<file path="src/rtl/div_pkg.sv">
// Shared constants and state encoding for the sequential restoring divider.
package div_pkg;

    localparam int DIV_WIDTH = 4;
    localparam int DIV_CNT_W = $clog2(DIV_WIDTH + 1);

    typedef enum logic [1:0] {
        IDLE = 2'd0,
        CALC = 2'd1,
        DONE = 2'd2
    } div_state_e;

endpackage

</file>
<file path="src/rtl/div_step.sv">
// One restoring-division step: shift in the next dividend bit, trial-subtract, restore on borrow.
module div_step
    import div_pkg::*;
#(
    parameter int WIDTH = DIV_WIDTH
) (
    input  logic [WIDTH-1:0] r_in,
    input  logic             q_msb,
    input  logic [WIDTH-1:0] d_in,
    output logic [WIDTH-1:0] r_out,
    output logic             q_bit,
    output logic             borrow
);

    logic [WIDTH:0] t;
    logic [WIDTH:0] s;

    always_comb begin
        t      = {r_in, q_msb};
        s      = t - {1'b0, d_in};
        borrow = s[WIDTH];
        q_bit  = ~s[WIDTH];
        r_out  = s[WIDTH] ? t[WIDTH-1:0] : s[WIDTH-1:0];
    end

endmodule

</file>
<file path="src/rtl/divider_4bit_seq.sv">
// Sequential unsigned restoring divider with start/done handshake, one step per clock.
module divider_4bit_seq
    import div_pkg::*;
#(
    parameter int WIDTH = DIV_WIDTH
) (
    input  logic             clk,
    input  logic             rst,
    input  logic             start,
    input  logic [WIDTH-1:0] dividend,
    input  logic [WIDTH-1:0] divisor,
    output logic             busy,
    output logic             done,
    output logic [WIDTH-1:0] quotient,
    output logic [WIDTH-1:0] remainder,
    output logic             div_by_zero
);

    localparam int CNT_W = $clog2(WIDTH + 1);
    localparam logic [CNT_W-1:0] LAST = CNT_W'(WIDTH - 1);

    div_state_e       state_q, state_d;
    logic [CNT_W-1:0] count_q, count_d;
    logic [WIDTH-1:0] q_q, q_d;
    logic [WIDTH-1:0] r_q, r_d;
    logic [WIDTH-1:0] d_q, d_d;
    logic [WIDTH-1:0] quot_q, quot_d;
    logic [WIDTH-1:0] rem_q, rem_d;
    logic             dbz_q, dbz_d;

    logic [WIDTH-1:0] step_r;
    logic             step_qbit;
    logic             step_borrow;

    div_step #(.WIDTH(WIDTH)) u_step (
        .r_in   (r_q),
        .q_msb  (q_q[WIDTH-1]),
        .d_in   (d_q),
        .r_out  (step_r),
        .q_bit  (step_qbit),
        .borrow (step_borrow)
    );

    always_comb begin
        state_d = state_q;
        count_d = count_q;
        q_d     = q_q;
        r_d     = r_q;
        d_d     = d_q;
        quot_d  = quot_q;
        rem_d   = rem_q;
        dbz_d   = dbz_q;

        case (state_q)
            IDLE, DONE: begin
                // DONE accepts a new request just like IDLE for back-to-back use
                if (start) begin
                    q_d     = dividend;
                    r_d     = '0;
                    d_d     = divisor;
                    count_d = '0;
                    dbz_d   = (divisor == '0);
                    state_d = CALC;
                end else begin
                    state_d = IDLE;
                end
            end
            CALC: begin
                q_d     = {q_q[WIDTH-2:0], step_qbit};
                r_d     = step_r;
                count_d = count_q + 1'b1;
                if (count_q == LAST) begin
                    quot_d  = {q_q[WIDTH-2:0], step_qbit};
                    rem_d   = step_r;
                    state_d = DONE;
                end
            end
            default: state_d = IDLE;
        endcase
    end

    always_ff @(posedge clk) begin
        if (rst) begin
            state_q <= IDLE;
            count_q <= '0;
            q_q     <= '0;
            r_q     <= '0;
            d_q     <= '0;
            quot_q  <= '0;
            rem_q   <= '0;
            dbz_q   <= 1'b0;
        end else begin
            state_q <= state_d;
            count_q <= count_d;
            q_q     <= q_d;
            r_q     <= r_d;
            d_q     <= d_d;
            quot_q  <= quot_d;
            rem_q   <= rem_d;
            dbz_q   <= dbz_d;
        end
    end

    // Quotient bit and borrow are complementary views of the same trial subtraction
    always_ff @(posedge clk) begin
        if (!rst && state_q == CALC) begin
            assert (step_qbit == !step_borrow);
        end
    end

    assign busy        = (state_q == CALC);
    assign done        = (state_q == DONE);
    assign quotient    = quot_q;
    assign remainder   = rem_q;
    assign div_by_zero = dbz_q;

endmodule

</file>
<file path="config.mk">
export PLATFORM = sky130hd
export DESIGN_NAME = divider_4bit_seq
export DESIGN_NICKNAME = d
export VERILOG_FILES = /design/src/rtl/div_pkg.sv /design/src/rtl/div_step.sv /design/src/rtl/divider_4bit_seq.sv
export SDC_FILE = /design/constraint.sdc
export NUM_CORES = 1
export LEC_CHECK = 0
export ABC_AREA = 1
export ABC_CLOCK_PERIOD_IN_PS = 4000
export CAP_MARGIN = 25
export CORE_UTILIZATION = 45
export CTS_CLUSTER_SIZE = 8
export DETAILED_ROUTE_END_ITERATION = 8
export GPL_ROUTABILITY_DRIVEN = 0
export PLACE_DENSITY_LB_ADDON = 0.08
export SETUP_SLACK_MARGIN = 0.1
export SYNTH_ARGS = -nofsm -noshare
export SYNTH_HDL_FRONTEND = slang
export SYNTH_SLANG_ARGS = --single-unit
</file>
<file path="constraint.sdc">
create_clock -name clk -period 4 [get_ports clk]
set_clock_uncertainty 0.15 [all_clocks]
set_input_delay 0.4 -clock clk [delete_from_list [all_inputs] [get_ports clk]]
set_output_delay 0.4 -clock clk [all_outputs]
set_load 0.005 [all_outputs]
</file>
Yosys cells after proc, flatten, opt, wreduce, memory -nomap -nowiden
Index checks and enable logic that the tools add are counted.
{ "classes": {"n_mux": 10, "div": 0, "order_cmp": 0, "n_addsub": 2, "mul": 0, "eq_ne": 5, "reduce_logical": 7, "n_bitwise": 1, "shifts": 0} }
{ "op_table": {"columns": ["operator", "count"], "rows": [
  ["$pmux W4 S2", 2],
  ["$mux W4", 3],
  ["$pmux W3 S2", 1],
  ["$reduce_and A2 Y1", 3],
  ["$sub A5 B4 Y5", 1],
  ["$logic_not A4 Y1", 1],
  ["$pmux W2 S2", 1],
  ["$add A3 B1 Y3 const B", 1],
  ["$eq A3 B2 Y1 const B", 1],
  ["$mux W3", 1],
  ["$eq A2 B1 Y1 const B", 1],
  ["$eq A2 B2 Y1 const B", 1],
  ["$logic_not A2 Y1", 1],
  ["$mux W2", 1],
  ["$ne A2 B1 Y1 const B", 1],
  ["$ne A2 B2 Y1 const B", 1],
  ["$reduce_bool A2 Y1", 1],
  ["$reduce_or A2 Y1", 1],
  ["$mux W1", 1],
  ["$not A1 Y1", 1]
]} }
{ "totals": {"mem_bits_ro": 0, "latchBits": 0, "n_memories": 0, "input_bits": 11, "output_inout_bits": 11, "ramBits": 0, "reg_bits": 26, "word_cells": 33} }

Longest topological paths before layout
{ "depth": {"word_depth": 4, "ltp_mapped": 13} }

Modules after synthesis
Synthesis repeated with hierarchy kept, for this count alone.
{ "unflattened": {"hier_cells": 178, "area_unflattened_um2": 1312.5} }
{ "by_module_without_submodules": {"columns": ["module", "area_per_inst_um2", "seq_area_each_um2", "n_inst", "cells_each"], "rows": [
  ["divider_4bit_seq", 1082.3, 520.5, 1, 138],
  ["div_step", 230.2, 0.0, 1, 40]
]} }

Least setup slack after synthesis
Ideal clock, no wire load.
{ "synth_timing": {"kind": "register to register", "startpoint": "reg q_q[3]", "endpoint": "reg rem_q[1] (netlist: remainder[1])", "path_slack_ns": 2.225, "t_arrival_ns": 1.516, "path_stages_with_launch": 14, "path_buffers": 0, "cell_sequence": "dfxtp_1 > inv_1 > ha_1 > inv_1 > fa_1 > nand2_1 > nand2_2 > nand2_2 > nand2_4 > nand2_4 > nand2_1 > nand2_1 > a21o_1 > inv_1"} }
{ "synth_between": {"elab_chain_len": 2} }
{ "synth_rtl": {"columns": ["item", "line_no", "source"], "rows": [
  ["start: declaration", "divider_4bit_seq.sv:24", "logic [WIDTH-1:0] q_q, q_d;"],
  ["start signal: assignment", "divider_4bit_seq.sv:95", "q_q <= q_d;"],
  ["$sub A5 B4 Y5", "div_step.sv:20", "s = t - {1'b0, d_in};"],
  ["$mux W4", "div_step.sv:23", "r_out = s[WIDTH] ? t[WIDTH-1:0] : s[WIDTH-1:0];"],
  ["end signal: assignment", "divider_4bit_seq.sv:99", "rem_q <= rem_d;"],
  ["end: declaration", "divider_4bit_seq.sv:28", "logic [WIDTH-1:0] rem_q, rem_d;"]
]} }
Every way passes these cells.
A chain may end at the register's enable or synchronous reset.

Worst setup path in the final report
{ "layout_timing": {"startpoint": "reg state_q[0]", "endpoint": "out busy"} }
{ "layout_between": {"elab_chain_len": 1} }
{ "layout_rtl": {"columns": ["item", "line_no", "source"], "rows": [
  ["start: declaration", "divider_4bit_seq.sv:22", "div_state_e state_q, state_d;"],
  ["start signal: assignment", "divider_4bit_seq.sv:93", "state_q <= state_d;"],
  ["$eq A2 B1 Y1", "divider_4bit_seq.sv:111", "assign busy = (state_q == CALC);"],
  ["end: declaration", "divider_4bit_seq.sv:12", "output logic busy,"]
]} }
Every way passes these cells.

==> results.json <==
{
  "drtAntennaViolNets": 0,
  "hold_viol_final": 0,
  "p_seq_frac": 0.496,
  "post_cts.repair.setup_buffers": 0,
  "multi_input_area_um2": 613,
  "clockRootBuffer": "clkbuf_4",
  "fmax_ghz": 0.444,
  "dp.cells": 205,
  "crit_fanout": 11,
  "start_util": 0.489,
  "fin_crit_sh": 0.563,
  "slowest_delay_ps": 580,
  "clk_path_buf_depth": 2,
  "worst_pin_slew_ps": 581,
  "grt_usage": 0.193,
  "drv_cap": 0,
  "synth.avg_cell_area_um2": 7.83,
  "drtPass1Iterations": 4,
  "postLayoutCellArea_um2": 1500,
  "grt-ovfl-total": 0,
  "rsz0062_at_grt": "no",
  "cp.arrival_ps": 1700,
  "rows": 18,
  "synth_area_um2": 1240,
  "synth_fp_nets": 177,
  "dp_worst_setup_slack_ps": 1920,
  "viasPerCell": 5.04,
  "pwr-share-clk": 0.226,
  "synth-edff-count": 0,
  "ctsHtreeMaxLevel": 1,
  "p_sw_mw": 0.181,
  "peakVddDrop_mv": 0.283,
  "synthCells": 159,
  "fin_tns_setup_ps": 0,
  "antenna_found_initial": 0,
  "dpl.hpwl_um": 1920,
  "nets": 198,
  "internal-power_mw": 0.395,
  "regArea_um2": 520,
  "worst_slack_ps": 1750,
  "power_mw": 0.577,
  "finalSetupViolCount": 0,
  "antennaDiodeCount": 0,
  "final_cell_mix": "28 x nand2_1, 26 x dfxtp_1, 22 x inv_1",
  "yosys_most_used_dff": "dfxtp_1",
  "post_cts_resized": 0,
  "grt_pass1_wl_um": 4040,
  "fillCellCount": 247,
  "path_buf_inv": 2,
  "path_clk_slew_ps": 140,
  "yosysWarnings": 0,
  "synth_cell_types": 28,
  "cp-startpoint": "state_q[0]",
  "finalNonFillerCells": 209,
  "wl_per_cell_um": 11.7,
  "place_area_um2": 1460,
  "clock_sinks": 26,
  "r2r-start": "q_q[3]",
  "worstHoldPathType": "register to register",
  "grt_start_max_net_pins": 15,
  "ys_ff_latch": 26,
  "start_kind": "register",
  "slew_viol_final": 0,
  "numCtsBuffers": 3,
  "seq_area_frac_synth": 0.418,
  "fin_crit_ps": 2250,
  "insertion_delay_ps": 320,
  "crit_type": "register to output pin",
  "fp.coreArea_um2": 2540,
  "vias": 1053,
  "path_cells": "nand2_2, inv_1, clkdlybuf4s50_1",
  "grt_pass1_vias": 991,
  "dieArea_um2": 2980,
  "hold_start": "quotient[0]",
  "leakage_nw": 0.673,
  "mostFrequentLayoutCell": "nand2_1",
  "power_density_nw_per_um2": 384,
  "cts_tree": "yes",
  "reg2reg_slack_ps": 1990,
  "sw_frac_of_total": 0.314,
  "cpLargestDelayFamily": "buffers and inverters",
  "async_reset_ff_frac": 0,
  "combPwrFrac": 0.278,
  "outcome": "finished clean",
  "relSlewSlack": 0.611,
  "drt_iter0_markers": 30,
  "die_x_um": 54.6,
  "drive_above_1_share": 0.0726,
  "area_delta_synth_final_pct": 20.5,
  "post-route-drc-count": 0,
  "drt-total-wl_um": 2440,
  "ctsHoldBuffers": 0,
  "die_h_um": 54.6,
  "cp-end-kind": "output pin",
  "cp.required_ps": 3450,
  "io_pins": 22,
  "crit_slowest_cell": "clkdlybuf4s50_1",
  "portBuffers": 21
}
==> per-layer routing <==
metal	GRT usage	routed length, um	vias up
li1	-	-	558
met1	0.220	1150	480
met2	0.345	1200	13
met3	0.0583	63	2
met4	0.0513	20	0
met5	0	0	-
==> cell usage after synthesis, drive strengths merged, types with 2 or more instances <==
master	n	area, um2
ha	6	75.1
nand2	34	153
dfxtp	26	521
o221ai	2	17.5
buf	4	25.0
nand3	8	40.0
inv	22	82.6
a21o	3	22.5
a211oi	2	15.0
nor3	3	15.0
nor2	16	60.1
a21oi	10	53.8
nand3b	3	35.0
o21ai	12	60.1
==> state kept, by name, summed over array words and instances, names as in the netlist <==
signal / flops
r_q: 4
count_q: 3
q_q: 4
d_q: 4
div_by_zero: 1
remainder: 4
quotient: 4
state_q: 2
==> worst register-to-register path, cell delays in order (launching register included) <==
cell and delay, ps:
dfxtp_1 320, inv_1 100, ha_1 150, inv_1 50
fa_1 400, nand2_1 90, nand2_2 80, nand2_2 80
nand2_4 70, nand2_4 100, nand2_1 60, nand2_1 100
nand2_1 80, a21oi_2 110
==> power by group through the flow <==
stage	sequential [mW]	combinational [mW]	clock, mW
floorplan	0.288	0.125	0
global placement	0.291	0.158	0
detailed placement	0.291	0.162	0
CTS	0.286	0.163	0.135
global route	0.287	0.183	0.145
finish	0.286	0.160	0.130
==> per-stage QoR <==
step	hold WS [ps]	utilization
3_5_place_dp	313	0.575
6_report	332	0.589
5_1_grt	355	0.589
3_3_place_gp	297	0.575
2_1_floorplan	279	-
4_1_cts	333	0.589
==> path summary, 6_finish.rpt <==
| path | cells after the start | end |
|---|---|---|
| hold reg to reg | 2 | quotient[0] |
| hold / removal | 2 | quotient[0] |
| setup reg to reg | 13 | r_q[3] |
| setup / recovery | 3 | busy |
==> final cells by class <==
| cell class | instances | share of cell area |
|---|---|---|
| Multi-Input combinational cell | 106 | 0.409 |
| Sequential cell | 26 | 0.347 |
| Timing Repair Buffer | 21 | 0.140 |
| Inverter | 22 | 0.0550 |
| Tap cell | 30 | 0.0250 |
| Clock buffer | 4 | 0.0242 |
==> kinds of logic after synthesis <==
kind of cell               share of synthesized area
and+or+nand+nor                                0.250
AOI/OAI and AO/OA                              0.159
buffers and inverters                         0.0894
DFF                                            0.418
adders and majority gates                     0.0764
xor gates and xnor gates                     0.00704
(Power assumes the default switching activity.)
